[src/rtl/reg_wb_buffer.sv]
// Register-file write buffer: queues multi-cycle results, drains them through a
// registered write port when the pipeline leaves it free, and forwards pending values.
module reg_wb_buffer #(
  parameter int DEPTH  = 4,
  parameter int DATA_W = 32,
  parameter int ADDR_W = 5
) (
  input  logic                       clk,
  input  logic                       rst_n,
  input  logic                       in_valid,
  output logic                       in_ready,
  input  logic [ADDR_W-1:0]          in_addr,
  input  logic [DATA_W-1:0]          in_data,
  input  logic                       port_busy,
  input  logic                       flush,
  output logic                       regwrite,
  output logic [ADDR_W-1:0]          REG_address_wb,
  output logic [DATA_W-1:0]          data_wb,
  input  logic [ADDR_W-1:0]          fwd_addr1,
  input  logic [ADDR_W-1:0]          fwd_addr2,
  output logic                       fwd_hit1,
  output logic [DATA_W-1:0]          fwd_data1,
  output logic                       fwd_hit2,
  output logic [DATA_W-1:0]          fwd_data2,
  output logic [$clog2(DEPTH):0]     count,
  output logic                       empty,
  output logic                       full
);
  localparam int PW = $clog2(DEPTH);
  localparam int CW = PW + 1;

  logic [ADDR_W-1:0] addr_mem [DEPTH];
  logic [DATA_W-1:0] data_mem [DEPTH];

  logic [PW-1:0]     rd_ptr_reg, wr_ptr_reg;
  logic [CW-1:0]     count_reg;
  logic              regwrite_reg;
  logic [ADDR_W-1:0] addr_out_reg;
  logic [DATA_W-1:0] data_out_reg;
  logic              push, pop;

  assign empty    = (count_reg == '0);
  assign full     = (count_reg == CW'(DEPTH));
  assign in_ready = !full;
  assign count    = count_reg;

  // Register 0 writes complete the handshake but are never stored.
  assign push = in_valid && !full && !flush && (in_addr != '0);
  assign pop  = !port_busy && !empty && !flush;

  always_ff @(posedge clk) begin
    if (push) begin
      addr_mem[wr_ptr_reg] <= in_addr;
      data_mem[wr_ptr_reg] <= in_data;
    end
  end

  always_ff @(posedge clk or negedge rst_n) begin
    if (!rst_n) begin
      rd_ptr_reg   <= '0;
      wr_ptr_reg   <= '0;
      count_reg    <= '0;
      regwrite_reg <= 1'b0;
      addr_out_reg <= '0;
      data_out_reg <= '0;
    end else if (flush) begin
      rd_ptr_reg   <= '0;
      wr_ptr_reg   <= '0;
      count_reg    <= '0;
      regwrite_reg <= 1'b0;
    end else begin
      if (push) wr_ptr_reg <= wr_ptr_reg + PW'(1);
      if (pop) begin
        rd_ptr_reg   <= rd_ptr_reg + PW'(1);
        addr_out_reg <= addr_mem[rd_ptr_reg];
        data_out_reg <= data_mem[rd_ptr_reg];
        regwrite_reg <= 1'b1;
      end else begin
        regwrite_reg <= 1'b0;
      end
      case ({push, pop})
        2'b10:   count_reg <= count_reg + CW'(1);
        2'b01:   count_reg <= count_reg - CW'(1);
        default: count_reg <= count_reg;
      endcase
    end
  end

  assign regwrite       = regwrite_reg;
  assign REG_address_wb = addr_out_reg;
  assign data_wb        = data_out_reg;

  // Scan oldest to youngest so later matches override; output stage is lowest priority.
  for (genvar gi = 0; gi < 2; gi++) begin : g_fwd
    logic [ADDR_W-1:0] look_addr;
    logic              hit;
    logic [DATA_W-1:0] data;

    assign look_addr = (gi == 0) ? fwd_addr1 : fwd_addr2;

    always_comb begin
      hit  = 1'b0;
      data = '0;
      if (regwrite_reg && (addr_out_reg == look_addr)) begin
        hit  = 1'b1;
        data = data_out_reg;
      end
      for (int k = 0; k < DEPTH; k++) begin
        if ((CW'(k) < count_reg) && (addr_mem[rd_ptr_reg + PW'(k)] == look_addr)) begin
          hit  = 1'b1;
          data = data_mem[rd_ptr_reg + PW'(k)];
        end
      end
      if (look_addr == '0) begin
        hit  = 1'b0;
        data = '0;
      end
    end
  end

  assign fwd_hit1  = g_fwd[0].hit;
  assign fwd_data1 = g_fwd[0].data;
  assign fwd_hit2  = g_fwd[1].hit;
  assign fwd_data2 = g_fwd[1].data;
endmodule

[config.mk]
export PLATFORM = sky130hd
export DESIGN_NAME = reg_wb_buffer
export DESIGN_NICKNAME = d
export VERILOG_FILES = /design/src/rtl/reg_wb_buffer.sv
export SDC_FILE = /design/constraint.sdc
export NUM_CORES = 1
export LEC_CHECK = 0
export ABC_AREA = 1
export CAP_MARGIN = 20
export CORE_MARGIN = 2
export CORE_UTILIZATION = 45
export CTS_BUF_LIST = sky130_fd_sc_hd__clkbuf_2 sky130_fd_sc_hd__clkbuf_4 sky130_fd_sc_hd__clkbuf_8
export DETAILED_ROUTE_END_ITERATION = 8
export DONT_BUFFER_PORTS = 1
export MAX_ROUTING_LAYER = met4
export PLACE_DENSITY = 0.69
export SYNTH_ARGS = -nofsm -noshare
export SYNTH_HDL_FRONTEND = slang
export SYNTH_SLANG_ARGS = --single-unit
[constraint.sdc]
create_clock -name clk -period 3.95 [get_ports clk]
set_input_delay 0.79 -clock clk [delete_from_list [all_inputs] [get_ports clk]]
set_output_delay 0.79 -clock clk [all_outputs]
set_load 0.05 [all_outputs]
==> flow_metrics.env, run 1 <==
export IMPL_status="finished, final reports clean"
export IMPL_crit_type="reg -> out"
export IMPL_cp_start_kind="flop"
export IMPL_grt_pass1_wl_um=80100
export IMPL_layout_nets=2283
export IMPL_cpMaxStageDelayCell="dfrtp_4"
export IMPL_setup_viol=0
export IMPL_syn_num_nets=2224
export IMPL_track_usage=0.3262
export IMPL_grt_pass1_vias=13092
export IMPL_row_count=65
export IMPL_gp_congestion=1.008
export IMPL_max_stage_delay_ns=0.55
export IMPL_port_buffers=0
export IMPL_power_density_nw_per_um2=608.6
export IMPL_crit_required_ns=3.16
export IMPL_totalWireLength_um=56170
export IMPL_peakVddDrop_mv=0.2843
export IMPL_endpoint_kind="primary output"
export IMPL_clock_skew_ns=0.02086
export IMPL_rr_worst_depth=8
export IMPL_tns_ns=0
export IMPL_layout_common_cells="nand2_1, nor2_1, o21ai_0"
export IMPL_synth_top_flop_cell="edfxtp_1"
export IMPL_grt_max_degree=94
export IMPL_critPathCapture="fwd_data1[11]"
export IMPL_top_register="data_mem"
export IMPL_syn_area_per_cell_um2=6.696
export IMPL_synth_top_family_by_area="simple AND/OR/NAND/NOR gates"
export IMPL_dp_final_hpwl_um=36600
export IMPL_start_util=0.4580
export IMPL_fmax_mhz=257.8
export IMPL_dieArea_um2=33650
export IMPL_timing_max_cap_violations=0
export IMPL_muxShareOfSynthArea=0.001382
export IMPL_synth_area_leaders="edfxtp_1, nand2_1, o21ai_0, dfrtp_1, nand3_1"
export IMPL_crit_start="rd_ptr_reg[0]$_DFFE_PN0P_"
export IMPL_cp_arrival_ns=3.09
export IMPL_period_share=0.9820
export IMPL_synthSimpleGateAreaFrac=0.3439
export IMPL_synth_fa_ha_area_frac=0.006908
export IMPL_synth_largest_area_cell="edfxtp_1"
export IMPL_r2r_start="count[0]$_DFFE_PN0P_"
export IMPL_synth_xor_area_frac=0.01148
export IMPL_ys_ff_latch=193
export IMPL_htree_levels=4
export IMPL_drc=0
export IMPL_synthDistinctLibCells=40
export IMPL_clock_sinks=193
export IMPL_antenna_left=0
export IMPL_crit_top_cell="nand2_1"
export IMPL_viasPerCell=5.714
export IMPL_grt_ovfl_total=0
export IMPL_rrSetupSlack_ns=1.05
export IMPL_layout_area_overhead_vs_synth_pct=18.05
export IMPL_pin_count=162
export IMPL_timing_rr_end="addr_mem[2][1]$_DFFE_PP_"
export IMPL_die_x_um=183.4
export IMPL_numCtsBuffers=17
export IMPL_post_route_min_period_ns=3.879
export IMPL_netlist_area_um2=14490
export IMPL_fin_util=0.5407
export IMPL_cts_tree="done"
export IMPL_core_um2=31640
export IMPL_antenna_found_initial=0
export IMPL_hold_viol=0
export IMPL_synth_top_area_share=0.3067
export IMPL_vias=15080
export IMPL_cp_max_fo=13
export IMPL_routedWlPerCell_um=21.28
export IMPL_die_y_um=183.4
export IMPL_tightest_slew_ns=0.7675
export IMPL_synth_edf_count=148
export IMPL_synth_seq_area_share=0.3844
export IMPL_rsz0062_at_grt="true"
export IMPL_cellLeakagePower_uw=0.007470
export IMPL_dr_pass1_iters=7
export IMPL_root_buffer="clkbuf_8"
export IMPL_drive_gt1_frac=0.1597
export IMPL_hold_path_class="in -> async"
export IMPL_worstPathCellList="buf_12 -> clkinv_8 -> nand2_1 -> nand3_2 -> nand2_4 -> xor2_1 -> nand2_1 -> nor2_4 -> buf_4 -> nand3_1 -> nand3_1 -> nand2_1 -> a21oi_2 -> buf_6"
export IMPL_syn_inst=2164
export IMPL_clock_latency_ns=0.51
export IMPL_clk_pin_slew_worst_paths_ns=0.13
export IMPL_synth_async_reset_ratio=0.2332
export IMPL_final_common_cell="nand2_1"
export IMPL_largest_reg_flops=128
export IMPL_clock_tree_buffer_depth=2
export IMPL_synth_compound_area_frac=0.1488
export IMPL_drt_iter0_drc=2193
export IMPL_final_max_slew_viol_count=0
export IMPL_slew_headroom=0.4883
export IMPL_yosys_warnings=0
## what timing repair did
| action | 4_1_cts | 5_1_grt |
|---|---|---|
| hold buffers | 1 | 0 |
| setup buffers | 7 | 28 |
| gates resized for setup | 32 | 149 |
| endpoints found under the hold margin | 45 | 0 |
| setup endpoints to repair | 65 | 65 |
| gates cloned | 1 | 14 |
| pin swaps | 1 | 25 |
## cells by family after synthesis
group	Yosys count
flip-flops	193
buffers and inverters	328
AO/OA/AOI/OAI	408
adder cells (fa/ha/maj)	8
AND/OR/NAND/NOR	1209
multiplexers	2
XOR/XNOR	16
## critical path: cells and delay by family, from the launching register on
| family | cells | cell delay, ns |
|---|---|---|
| simple gates | 8 | 1.06 |
| buf+inv | 4 | 0.63 |
| flops | 1 | 0.55 |
| compound gates | 1 | 0.18 |
| xor+xnor | 1 | 0.15 |
## power by group
group / switching (µW) / internal, µW
registers: 890 / 2450
logic: 3880 / 1720
clock network: 904 / 563
total: 5670 / 4740
## stage by stage
| stage | power (µW) | instances | setup slack (ns) | cell area (µm²) | hold slack, ns |
|---|---|---|---|---|---|
| 2_1_floorplan | 6610 | 2164 | -0.1882 | 14490 | 0.4944 |
| 3_5_place_dp | 8177 | 2555 | 0.2122 | 15460 | 0.4961 |
| 5_1_grt | 10950 | 2638 | -0.05182 | 17100 | 0.1162 |
| 4_1_cts | 9812 | 2596 | 0.0002491 | 16150 | 0.09902 |
| 3_3_place_gp | 8112 | 2555 | 0.2640 | 15460 | 0.4958 |
| 6_report | 10410 | 2639 | 0.07095 | 17110 | 0.1244 |
## cells in the mapped netlist, types with 5 or more instances
cell type,count
ha_1,8
o21ai_2,6
o21ai_1,45
nand3_1,217
buf_6,16
a21oi_2,20
o21ai_0,276
buf_2,39
xor2_1,14
or2_0,26
a21oi_1,52
dfrtp_1,45
o22ai_1,5
buf_1,10
inv_1,171
inv_2,5
nor2_1,289
nand2_1,648
clkbuf_1,61
buf_4,24
edfxtp_1,148
## worst min-delay path by stage
stage          startpoint                             to  slack, ns
2_1_floorplan       rst_n  REG_address_wb[0]$_DFFE_PN0P_       0.49
3_3_place_gp        rst_n      wr_ptr_reg[1]$_DFFE_PN0P_       0.50
3_5_place_dp        rst_n      wr_ptr_reg[1]$_DFFE_PN0P_       0.50
4_1_cts             rst_n  REG_address_wb[2]$_DFFE_PN0P_        0.1
5_1_grt             rst_n      rd_ptr_reg[0]$_DFFE_PN0P_       0.12
6_report            rst_n  REG_address_wb[0]$_DFFE_PN0P_       0.12
## layout make-up
class | count | area, µm²
repair inverters | 5 | 32.53
well taps | 402 | 503.0
clock buffers | 17 | 234.0
clock inverters | 15 | 216.5
diodes | 1 | 2.502
fillers | 3001 | 14530
inverters | 177 | 695.7
multi-input cells | 1643 | 7830
repair buffers | 186 | 2013
flip-flops and latches | 193 | 5578
## routing by layer
layer	up-vias	GRT usage	wire length, µm
met5	-	-	0
met4	0	0.09344	1334
met3	103	0.1214	8109
met2	907	0.4462	23240
met1	6943	0.4487	23480
li1	7127	-	-
Power figures use the tool's default switching activity.
==> run 2, diff against run 1 <==
--- a/config.mk
+++ b/config.mk
@@ -7,6 +7,7 @@
 export LEC_CHECK = 0
 export ABC_AREA = 1
 export CAP_MARGIN = 20
+export CORE_ASPECT_RATIO = 1.5
 export CORE_MARGIN = 2
 export CORE_UTILIZATION = 45
 export CTS_BUF_LIST = sky130_fd_sc_hd__clkbuf_2 sky130_fd_sc_hd__clkbuf_4 sky130_fd_sc_hd__clkbuf_8
==> flow_metrics.env, run 2 (synthesized netlist as in run 1, its figures left out) <==
export IMPL_core_um2=31730
export IMPL_die_x_um=150.5
export IMPL_hold_path_class="in -> async"
export IMPL_cpMaxStageDelayCell="dfrtp_4"
export IMPL_track_usage=0.3064
export IMPL_routedWlPerCell_um=19.87
export IMPL_die_y_um=223.8
export IMPL_grt_pass1_wl_um=76150
export IMPL_drive_gt1_frac=0.1443
export IMPL_gp_congestion=0.9869
export IMPL_endpoint_kind="primary output"
export IMPL_final_common_cell="nand2_1"
export IMPL_critical_path_top_delay_family="simple AND/OR/NAND/NOR gates"
export IMPL_rrSetupSlack_ns=0.86
export IMPL_antenna_found_initial=0
export IMPL_rsz0062_at_grt="true"
export IMPL_clock_sinks=193
export IMPL_timing_rr_end="data_mem[2][27]$_DFFE_PP_"
export IMPL_rr_worst_depth=9
export IMPL_slew_headroom=0.4260
export IMPL_cellLeakagePower_uw=0.007261
export IMPL_dp_final_hpwl_um=32970
export IMPL_fin_cells=2613
export IMPL_r2r_start="count[0]$_DFFE_PN0P_"
export IMPL_clock_skew_ns=0.01387
export IMPL_antenna_left=0
export IMPL_cp_start_kind="flop"
export IMPL_peakVddDrop_mv=0.3397
export IMPL_crit_start="rd_ptr_reg[0]$_DFFE_PN0P_"
export IMPL_vias=14823
export IMPL_fmax_mhz=254.7
export IMPL_port_buffers=0
export IMPL_crit_type="reg -> out"
export IMPL_timing_max_cap_violations=0
export IMPL_totalWireLength_um=51910
export IMPL_cts_tree="done"
export IMPL_grt_pass1_vias=13835
export IMPL_dp_cells=2549
export IMPL_setup_viol=0
export IMPL_fin_util=0.5330
export IMPL_hold_viol=0
export IMPL_status="finished, final reports clean"
export IMPL_htree_levels=4
export IMPL_start_util=0.4567
export IMPL_final_max_slew_viol_count=0
export IMPL_antenna_cells=0
export IMPL_dr_pass1_iters=6
export IMPL_cp_max_fo=27
export IMPL_worstPathCellList="buf_4 -> clkinv_8 -> nand2_1 -> nand3_1 -> nand2_2 -> xor2_1 -> nand2_1 -> nor2_4 -> buf_12 -> clkbuf_16 -> nand3_1 -> nand3_1 -> nand2_1 -> a21oi_2 -> buf_12"
export IMPL_power_density_nw_per_um2=576.6
export IMPL_clk_pin_slew_worst_paths_ns=0.11
export IMPL_whs_ns=0.09453
export IMPL_clock_tree_buffer_depth=2
export IMPL_power_uw=9752
export IMPL_post_route_min_period_ns=3.926
export IMPL_drt_iter0_drc=1487
export IMPL_root_buffer="clkbuf_8"
export IMPL_grt_max_degree=109
export IMPL_tightest_slew_ns=0.8611
export IMPL_drc=0
export IMPL_pin_count=162
export IMPL_max_stage_delay_ns=0.46
export IMPL_viasPerCell=5.673
export IMPL_cp_arrival_ns=3.14
export IMPL_period_share=0.9938
export IMPL_layout_area_overhead_vs_synth_pct=16.73
export IMPL_crit_required_ns=3.16
export IMPL_layout_common_cells="nand2_1, nor2_1, o21ai_0"
export IMPL_layout_nets=2250
export IMPL_dieArea_um2=33680
export IMPL_top_register="data_mem"
export IMPL_grt_ovfl_total=0
export IMPL_row_count=80
export IMPL_numCtsBuffers=17
export IMPL_fill_cells=3009
export IMPL_path_buf_inv=5
export IMPL_largest_reg_flops=128
export IMPL_clock_latency_ns=0.52
-- run 2: cell count changes in the layout (fill, tap and decap cells not counted), sizes merged --
cell / change
clkinvlp: +2
inv: -10
diode: -1
clkbuf: +5
clkinv: -1
buf: -29
-- run 2: layout make-up --
type | count | area, µm² | area share
Clock buffer | 21 | 270.3 | 0.01598
Clock inverter | 11 | 107.6 | 0.006362
Inverter | 177 | 693.2 | 0.04098
Multi-Input combinational cell | 1643 | 7802 | 0.4613
Sequential cell | 193 | 5578 | 0.3298
Tap cell | 410 | 513.0 | 0.03033
Timing Repair Buffer | 158 | 1949 | 0.1153
-- run 2: worst max-delay path by stage --
stage	endpoint	cells after the start
finish	fwd_data1[8]	15
global route	fwd_data1[12]	15
CTS	fwd_data2[11]	15
detailed placement	fwd_data1[1]	11
global placement	fwd_data1[1]	12
floorplan	addr_mem[0][0]$_DFFE_PP_	7
-- run 2: what timing repair did --
action / CTS / global route
endpoints found under the setup margin: 65 / 64
setup buffers: 11 / 10
endpoints found under the hold margin: 45 / 0
hold buffers: 1 / 0
pin swaps: 4 / 14
cloned: 1 / 9
resized for setup: 35 / 88
-- run 2: metal layers --
| layer | up-vias | global-route usage | routed length, µm |
|---|---|---|---|
| li1 | 7053 | - | - |
| met1 | 6886 | 0.3389 | 18760 |
| met2 | 690 | 0.5157 | 25170 |
| met3 | 194 | 0.05275 | 4200 |
| met4 | 0 | 0.1756 | 3776 |
| met5 | - | - | 0 |
-- run 2: power breakdown --
group	total, µW	switching, µW	internal, µW
registers	3360	904	2450
clock network	1300	758	542
logic	5100	3510	1590
-- run 2: stage by stage --
| step | setup WS (ns) | TNS (ns) | area (µm²) |
|---|---|---|---|
| 2_1_floorplan | -0.1882 | -27.86 | 14490 |
| 3_3_place_gp | 0.2093 | 0 | 15610 |
| 3_5_place_dp | 0.1772 | 0 | 15610 |
| 4_1_cts | -0.008351 | -0.008351 | 16260 |
| 5_1_grt | -0.06617 | -1.214 | 16910 |
| 6_report | 0.02444 | 0 | 16910 |
